$ cat src/rtl/pit_rw_control_if.sv
// -----------------------------------------------------------------------------
// pit_rw_control_if
// Bundles the CPU-side bus of the 8254 front end and the per-counter control
// signals it drives.
//   master : drives the CPU bus (cs_n, rd_n, wr_n, a, din), observes the rest
//   slave  : the front end; samples the CPU bus, drives dout and the
//            counter controls (ControlWord0/1/2, ChgControlWord,
//            EnableCounterLatch, EnableStatusLatch, WriteSignal, ReadSignal)
// -----------------------------------------------------------------------------
interface pit_rw_control_if #(
  parameter int NCNT = 3
);
  logic            cs_n;
  logic            rd_n;
  logic            wr_n;
  logic [1:0]      a;
  logic [7:0]      din;
  logic [7:0]      dout;
  logic [5:0]      ControlWord0;
  logic [5:0]      ControlWord1;
  logic [5:0]      ControlWord2;
  logic [NCNT-1:0] ChgControlWord;
  logic [NCNT-1:0] EnableCounterLatch;
  logic [NCNT-1:0] EnableStatusLatch;
  logic [NCNT-1:0] WriteSignal;
  logic [NCNT-1:0] ReadSignal;

  modport master (
    output cs_n, rd_n, wr_n, a, din,
    input  dout, ControlWord0, ControlWord1, ControlWord2,
           ChgControlWord, EnableCounterLatch, EnableStatusLatch,
           WriteSignal, ReadSignal
  );

  modport slave (
    input  cs_n, rd_n, wr_n, a, din,
    output dout, ControlWord0, ControlWord1, ControlWord2,
           ChgControlWord, EnableCounterLatch, EnableStatusLatch,
           WriteSignal, ReadSignal
  );
endinterface

$ cat src/rtl/pit_rw_control.sv
// -----------------------------------------------------------------------------
// pit_rw_control
// Bus interface and control-word decoder for the 8254 timer. Registers the CPU
// bus, detects the falling edge of wr_n, and decodes data writes, mode words,
// counter-latch and read-back commands into per-counter control pulses.
// Ports:
//   clkinput : rising-edge system clock
//   reset    : synchronous, active-high
//   bus      : pit_rw_control_if.slave (CPU bus in, counter controls out)
// All outputs are registered; pulses last exactly one clock.
// -----------------------------------------------------------------------------
module pit_rw_control #(
  parameter int NCNT = 3
) (
  input  logic clkinput,
  input  logic reset,
  pit_rw_control_if.slave bus
);

  // S1: raw bus sample; S2: previous wr_n for falling-edge detection
  logic            s1_cs_n, s1_rd_n, s1_wr_n;
  logic [1:0]      s1_a;
  logic [7:0]      s1_din;
  logic            s2_wr_n;

  logic [7:0]      dout_q;
  logic [5:0]      cw_q [NCNT];
  logic [NCNT-1:0] chg_q, ecl_q, esl_q, ws_q, rs_q;

  // One command per strobe: only the cycle where wr_n has just gone low counts.
  // A rising cs_n with wr_n still low leaves s2_wr_n at 0, so nothing re-fires.
  logic wr_accept;
  logic rd_active;
  logic [1:0] sc;

  assign wr_accept = !s1_cs_n && !s1_wr_n && s1_rd_n && s2_wr_n;
  assign rd_active = !s1_cs_n && !s1_rd_n && s1_wr_n;
  assign sc        = s1_din[7:6];

  always_ff @(posedge clkinput) begin
    // NOTE: non-blocking assignments everywhere here, so every register sees
    // the pre-edge value of its sources regardless of statement order.
    if (reset) begin
      s1_cs_n <= 1'b1;
      s1_rd_n <= 1'b1;
      s1_wr_n <= 1'b1;
      s1_a    <= '0;
      s1_din  <= '0;
      s2_wr_n <= 1'b1;
      dout_q  <= '0;
      // NOTE: the control-word array is only three registers and its reset
      // value is architecturally visible, so it is reset like any flop.
      for (int i = 0; i < NCNT; i++) cw_q[i] <= '0;
      chg_q   <= '0;
      ecl_q   <= '0;
      esl_q   <= '0;
      ws_q    <= '0;
      rs_q    <= '0;
    end else begin
      s1_cs_n <= bus.cs_n;
      s1_rd_n <= bus.rd_n;
      s1_wr_n <= bus.wr_n;
      s1_a    <= bus.a;
      s1_din  <= bus.din;
      s2_wr_n <= s1_wr_n;

      // Pulses default low so they can never stretch past one cycle.
      chg_q <= '0;
      ecl_q <= '0;
      esl_q <= '0;
      ws_q  <= '0;

      for (int i = 0; i < NCNT; i++) begin
        rs_q[i] <= rd_active && (int'(s1_a) == i);
      end

      if (wr_accept) begin
        if (s1_a != 2'd3) begin
          dout_q <= s1_din;
          for (int i = 0; i < NCNT; i++) begin
            if (int'(s1_a) == i) ws_q[i] <= 1'b1;
          end
        end else if (sc == 2'd3) begin
          // Read-back: COUNT/STATUS bits are active-low; din[3:1] select counters.
          for (int i = 0; i < NCNT; i++) begin
            if (s1_din[1+i]) begin
              ecl_q[i] <= !s1_din[5];
              esl_q[i] <= !s1_din[4];
            end
          end
        end else begin
          for (int i = 0; i < NCNT; i++) begin
            if (int'(sc) == i) begin
              if (s1_din[5:4] == 2'b00) begin
                ecl_q[i] <= 1'b1;
              end else begin
                cw_q[i]  <= s1_din[5:0];
                chg_q[i] <= 1'b1;
              end
            end
          end
        end
      end
    end
  end

  assign bus.dout               = dout_q;
  assign bus.ControlWord0       = cw_q[0];
  assign bus.ControlWord1       = cw_q[1];
  assign bus.ControlWord2       = cw_q[2];
  assign bus.ChgControlWord     = chg_q;
  assign bus.EnableCounterLatch = ecl_q;
  assign bus.EnableStatusLatch  = esl_q;
  assign bus.WriteSignal        = ws_q;
  assign bus.ReadSignal         = rs_q;

endmodule

$ cat src/flat_wrapper.sv
// flat-port wrapper written by rule: the top's interface ports become plain ports
module pit_rw_control_flat 
#(
  parameter int NCNT = 3
)
  (clkinput, reset, bus_cs_n, bus_rd_n, bus_wr_n, bus_a, bus_din, bus_dout, bus_ControlWord0, bus_ControlWord1, bus_ControlWord2, bus_ChgControlWord, bus_EnableCounterLatch, bus_EnableStatusLatch, bus_WriteSignal, bus_ReadSignal);
  pit_rw_control_if #(.NCNT(NCNT)) bus_i ();
  input  logic clkinput;
  input  logic reset;
  input wire logic [$bits(bus_i.cs_n)-1:0] bus_cs_n;
  input wire logic [$bits(bus_i.rd_n)-1:0] bus_rd_n;
  input wire logic [$bits(bus_i.wr_n)-1:0] bus_wr_n;
  input wire logic [$bits(bus_i.a)-1:0] bus_a;
  input wire logic [$bits(bus_i.din)-1:0] bus_din;
  output wire logic [$bits(bus_i.dout)-1:0] bus_dout;
  output wire logic [$bits(bus_i.ControlWord0)-1:0] bus_ControlWord0;
  output wire logic [$bits(bus_i.ControlWord1)-1:0] bus_ControlWord1;
  output wire logic [$bits(bus_i.ControlWord2)-1:0] bus_ControlWord2;
  output wire logic [$bits(bus_i.ChgControlWord)-1:0] bus_ChgControlWord;
  output wire logic [$bits(bus_i.EnableCounterLatch)-1:0] bus_EnableCounterLatch;
  output wire logic [$bits(bus_i.EnableStatusLatch)-1:0] bus_EnableStatusLatch;
  output wire logic [$bits(bus_i.WriteSignal)-1:0] bus_WriteSignal;
  output wire logic [$bits(bus_i.ReadSignal)-1:0] bus_ReadSignal;
  assign bus_i.cs_n = bus_cs_n;
  assign bus_i.rd_n = bus_rd_n;
  assign bus_i.wr_n = bus_wr_n;
  assign bus_i.a = bus_a;
  assign bus_i.din = bus_din;
  assign bus_dout = bus_i.dout;
  assign bus_ControlWord0 = bus_i.ControlWord0;
  assign bus_ControlWord1 = bus_i.ControlWord1;
  assign bus_ControlWord2 = bus_i.ControlWord2;
  assign bus_ChgControlWord = bus_i.ChgControlWord;
  assign bus_EnableCounterLatch = bus_i.EnableCounterLatch;
  assign bus_EnableStatusLatch = bus_i.EnableStatusLatch;
  assign bus_WriteSignal = bus_i.WriteSignal;
  assign bus_ReadSignal = bus_i.ReadSignal;
  pit_rw_control #(.NCNT(NCNT)) u_core (.clkinput(clkinput), .reset(reset), .bus(bus_i));
endmodule
$ cat config.mk
export PLATFORM = sky130hd
export DESIGN_NAME = pit_rw_control_flat
export DESIGN_NICKNAME = d
export VERILOG_FILES = /design/src/rtl/pit_rw_control_if.sv /design/src/rtl/pit_rw_control.sv /design/src/flat_wrapper.sv
export SDC_FILE = /design/constraint.sdc
export NUM_CORES = 1
export LEC_CHECK = 0
export CORE_MARGIN = 3
export CORE_UTILIZATION = 43
export CTS_CLUSTER_SIZE = 30
export DETAILED_ROUTE_END_ITERATION = 6
export GPL_TIMING_DRIVEN = 0
export PLACE_DENSITY = 0.78
export SYNTH_ARGS = -nofsm -noshare
export SYNTH_HDL_FRONTEND = slang
export SYNTH_SLANG_ARGS = --single-unit
$ cat constraint.sdc
create_clock -name clkinput -period 3.6 [get_ports clkinput]
set_input_delay 0.72 -clock clkinput [delete_from_list [all_inputs] [get_ports clkinput]]
set_output_delay 0.72 -clock clkinput [all_outputs]
set_load 0.1 [all_outputs]
# Yosys cells after proc, flatten, opt, wreduce, memory -nomap -nowiden
# Memory sizes are Yosys's and may differ from the RTL's.
# Index checks and enable logic that the tools add are counted.
[totals]
ff_bits = 37
latchBits = 0
ramBits = 18
rom_bits = 0
in_bits = 15
mem_count = 1
[mem_list]
columns = ["name", "words", "word_bits", "rd", "rd_ports_with_merged_regs", "write_ports", "line_no", "rtl"]
rows = [
  ["u_core.cw_q", 3, 6, 3, 0, 3, "pit_rw_control.sv:27", "logic [5:0] cw_q [NCNT];"],
]
[op_classes]
addsub = 0
multipliers = 0
n_div = 0
n_lt_le_gt_ge = 0
eq_ne = 6
shift = 0
muxes = 35
n_bitwise = 9
n_reduce_logical = 23
[ops]
columns = ["op", "count"]
rows = [
  ["two-way mux 1 bit", 31],
  ["two-way mux 6 bit", 3],
  ["OR reduction 5 bit", 3],
  ["== test 2 bit (second input constant)", 5],
  ["logical AND 1 bit", 8],
  ["logical NOT 2 bit", 3],
  ["inverter 1 bit", 6],
  ["OR reduction 3 bit", 2],
  ["logical NOT 1 bit", 5],
  ["OR reduction 4 bit", 1],
  ["two-way mux 3 bit", 1],
  ["OR 1 bit", 3],
  ["!= test 2 bit (second input constant)", 1],
  ["AND reduction 2 bit", 1],
]

# Logic depth before layout (Yosys ltp)
[depth]
word_depth = 9
ltp_mapped = 4

# Worst setup path before layout
# No wires, ideal clock.
[synth_path]
path_type = "input port to flip-flop"
start = "input port reset"
end = "memory u_core.cw_q[2][0], in the netlist u_core.cw_q[0][12] (enable)"
setup_ns = 0.306
t_arrival_ns = 1.374
t_required_ns = 3.294
path_slack_ns = 1.920
cell_stages = 3
n_path_buf = 2
cell_sequence = "buf_2 -> clkbuf_1 -> a31o_2"
[synth_rtl]
columns = ["item", "line_no", "rtl"]
rows = [
  ["from (decl)", "flat_wrapper.sv:9", "input logic reset;"],
  ["to (decl)", "pit_rw_control.sv:27", ""],
]

# Final worst setup path
[layout_path]
start = "input port u_core.bus.dout[5]"
end = "output port bus_dout[5]"
[layout_rtl]
columns = ["item", "line_no", "rtl"]
rows = [
  ["from (decl)", "pit_rw_control_if.sv:37", "output dout, ControlWord0, ControlWord1, ControlWord2,"],
  ["to (decl)", "flat_wrapper.sv:15", "output wire logic [$bits(bus_i.dout)-1:0] bus_dout;"],
]
# No word-level cell between the ends.

==> results.txt <==
- Status: completed
- Of the cells placed in the final design, the portion with a size suffix greater than 1 is 10.1%.
- Based on the critical path, the design can be clocked at up to 397 MHz.
- In this run the worst path has a maximum fanout of 2.
- Leading cell types in the layout, fill and taps excluded: 55 x clkdlybuf4s50_1, 37 x dfxtp_1, 18 x edfxtp_1, 11 x and3_1, 11 x nor2_1
- The first detailed-routing pass took 4 iterations.
- Number of antenna cells inserted: 0
- For this run, the number of Yosys warnings is 0.
* Transition time of the tightest slew-check pin: 1.03 ns
- The max-slew violation count came to 0.
- Setup repair after global routing left no endpoint under its margin.
- Measured against the total synthesized area, the mux share comes to 0%.
* Chip width: 72.1 microns
* Share of the synthesized area in compound gates (AO/OA/AOI/OAI): 6.60%
- In this run the critical register-to-register path is captured at u_core.cw_q[0][8].
- The first global-routing pass estimated 5860 microns of wire.
- Yosys reg bits: 55
- Portion of total power attributed to sequential cells: 59.9%
* Area share of and/or/nand/nor cells after synthesis: 22.3%
- DP HPWL: 2680 microns
- Height of the die: 72.1 microns
- Number of buffer and inverter instances along the worst setup path: 1
* Setup TNS Final: 0 ns
- Dividing the detail-routed wire length by the instance count gives 13.4 microns.
- After detailed routing, the number of remaining DRC violations is 0.
* Maximum vdd drop: 0.276 mV
* Clock insertion delay at the later pin of the skew report: 0.30 ns
* Count of standard-cell rows: 23
- For this block, the routed nets add up to 3590 microns of wire.
- Rel. slew slack: 31.4%
- The number of placed instances, taps included, is 259.
* Port bufs: 55
* Total non-filler cell area in the finished layout: 2570 sq um
* Clock network power share: 27.6%
- Via count of the first global-routing pass: 1277
- STA classifies the critical path endpoint as an output pin.
* Leakage: 0.941 nW
- Summing the areas of all xor and xnor instances in the mapped netlist gives 0% of the synthesized area.
- Sw Share: 25.5%
- After layout, the worst path uses 70.0% of the clock period.
- Internal cell power: 0.831 mW
- CTS hold repair buffers: 0
- TritonCTS created 5 clock buffers.
- On the worst path, the slowest cell contributes a delay of 1.17 ns.
- H-tree levels: 2
- Counting every net in the synthesized netlist gives 169.
- After synthesis the cells add up to 1880 sq um.
* Detailed-route vias per instance: 4.97
- Sw Pwr: 0.284 mW
* Data arrival time of the critical path: 1.80 ns
- Initial cell density of the core: 45.6%
* Initial DRC count: 97
- At the worst endpoint, the required time is 2.88 ns.
- After floorplanning, the core was sized to cover 4120 sq um.
* Combinational share of power: 12.5%
* Min-Delay Path Class: reg -> reg
* Worst Hold Launch: u_core.bus.dout[2]
- The number of gates resized after CTS was 0.
* Endpoint of the worst hold-timing path: u_core.bus.dout[2]
- After synthesis, the largest family of logic cells by area is simple AND/OR/NAND/NOR gates.
- Grouping stages by cell kind, the critical path spends the most delay in buffers and inverters.
* Register-to-register path setup slack: 1.95 ns
- Leaving out fill and tap cells, the most frequent cell in the layout is clkdlybuf4s50_1.
* Gate count of the mapped netlist: 154
- Adder-cell share of the synthesized area: 0%
- The average instance in the mapped netlist occupies 12.2 sq um.
* Worst path depth: 1
- Counting every sink on the clock net gives 55.
- The worst setup path is launched from a flop.
* Hold Crit Depth: 2
* Sequential-to-total area share from yosys stat: 68.3%
* Largest net degree at the start of global routing: 16
- Floorplan die area: 5190 sq um
* Clock period minus final worst setup slack: 2.52 ns
- For this design, the slowest cell found on the critical path is clkdlybuf4s50_1.
- Number of standard cells in the layout, taps in and fillers out: 267
- Placed instance area: 2490 sq um
- Maximum Capacitance Violations: 0
- Fin Hold WS: 0.477 ns
- Count of cell types in the netlist: 28
- In this run the power density over the cells is 434 nW/um^2.
- The critical path in this run is classified as reg -> out.
- In the global route stage, met2 resource usage came out at 24.0%.
* Gpl congestion: 0.761
* Total gr overflow: 0
* CP Cell Sequence: clkdlybuf4s50_1
- The number of antenna violations at the first check in global routing was 0.
- The detailed router placed 1328 vias in this run.
- Clock skew on the completed layout was measured at 0.00487 ns.
- TritonCTS built the clock tree.
- Logic depth of the worst register-to-register path: 4
- Compared with the post-synthesis result, the final layout area differs by 36.9%.
- Worst flop-to-flop path startpoint: u_core.s1_a[0]
* Layer with the highest usage: met2
- The number of failing hold endpoints at the final stage is 0.
- Final-stage net count: 231
- Met3 global-route usage: 5.68%
- The completed layout was analyzed and its total power is 1.12 mW.
- Setup violations remaining at the end of the flow were counted as 0.
* Clock transition at the registers of the reported paths: 0.08 ns
- 56 I/O pins were placed.
- In the global route stage, overall resource usage came out at 14.6%.
- In the global route stage, met1 resource usage came out at 17.7%.
- The tree is rooted in a clkbuf_8.
* Setup repair bufs after CTS: 0
- Number of buffers between clock root and the deepest sink: 2
* Post-DRT Antenna Nets: 0
[worst max path at each step]
stage	from	endpoint	slack, ns
5_1_grt	u_core.bus.dout[5]	bus_dout[5]	1.02
6_report	u_core.bus.dout[5]	bus_dout[5]	1.08
3_3_place_gp	reset	u_core.cw_q[0][16]	1.09
3_5_place_dp	reset	u_core.cw_q[0][4]	1.06
4_1_cts	u_core.bus.dout[5]	bus_dout[5]	1.08
2_1_floorplan	reset	u_core.cw_q[0][12]	1.92
[cell type report]
| class | instances | area, sq um |
|---|---|---|
| Buffer | 9 | 37.5 |
| Fill cell | 349 | 1550 |
| Multi-Input combinational cell | 86 | 543 |
| Timing Repair Buffer | 55 | 551 |
| Inverter | 4 | 15.0 |
| Sequential cell | 55 | 1280 |
| Clock inverter | 2 | 7.51 |
| Clock buffer | 6 | 72.6 |
| Tap cell | 50 | 62.6 |
[state kept, by name, summed over array words and instances, names as in the netlist]
name / cells
u_core.s2_wr_n: 1
u_core.bus.EnableStatusLatch: 3
u_core.bus.ChgControlWord: 3
u_core.s1_a: 2
u_core.bus.WriteSignal: 3
u_core.bus.EnableCounterLatch: 3
u_core.s1_cs_n: 1
u_core.s1_wr_n: 1
u_core.bus.ReadSignal: 3
u_core.s1_din: 8
u_core.bus.dout: 8
u_core.s1_rd_n: 1
u_core.cw_q: 18
[through the flow]
step	setup slack, ns	util, %
2_1_floorplan	1.92	-
3_3_place_gp	1.09	60.5
3_5_place_dp	1.06	60.5
4_1_cts	1.08	62.5
5_1_grt	1.02	62.5
6_report	1.08	62.5
[power groups by stage]
| stage | logic (mW) | registers, mW | clock network [mW] |
|---|---|---|---|
| floorplan | 0.0316 | 0.748 | 0 |
| global placement | 0.139 | 0.682 | 0 |
| detailed placement | 0.140 | 0.682 | 0 |
| CTS | 0.140 | 0.668 | 0.312 |
| global route | 0.147 | 0.670 | 0.342 |
| finish | 0.139 | 0.668 | 0.308 |
[routing by layer]
| layer | up-vias | wire length, microns |
|---|---|---|
| met5 | - | 0 |
| li1 | 666 | - |
| met3 | 0 | 351 |
| met4 | 0 | 0 |
| met2 | 57 | 1740 |
| met1 | 605 | 1500 |
[cells by family after synthesis]
group	Yosys count
flip-flops	55
buffers and inverters	13
AND/OR/NAND/NOR	64
AO/OA/AOI/OAI	22
[cells in the mapped netlist]
cell,number,share of area [%]
nor3b_1,2,0.80
o21ai_0,8,2.1
a31o_2,2,0.93
a21oi_1,10,2.7
nor2b_1,10,3.3
nor3_1,3,0.80
nor4b_2,1,0.80
or2_2,5,1.7
and4bb_2,1,0.67
and3b_1,1,0.47
inv_1,4,0.80
edfxtp_1,18,29
buf_1,1,0.20
a31oi_1,1,0.33
nor4_2,3,2.0
dfxtp_1,37,39
nor4_1,1,0.33
nand4bb_4,1,1.5
nand4_1,1,0.33
a41o_1,1,0.53
and2_1,2,0.67
nand2_1,2,0.40
nor2_1,11,2.2
buf_2,3,0.80
clkbuf_1,5,1.0
nand3_1,8,2.1
and3_1,11,3.7
or3_4,1,0.60
No activity file was read; power rests on OpenSTA's default activity.
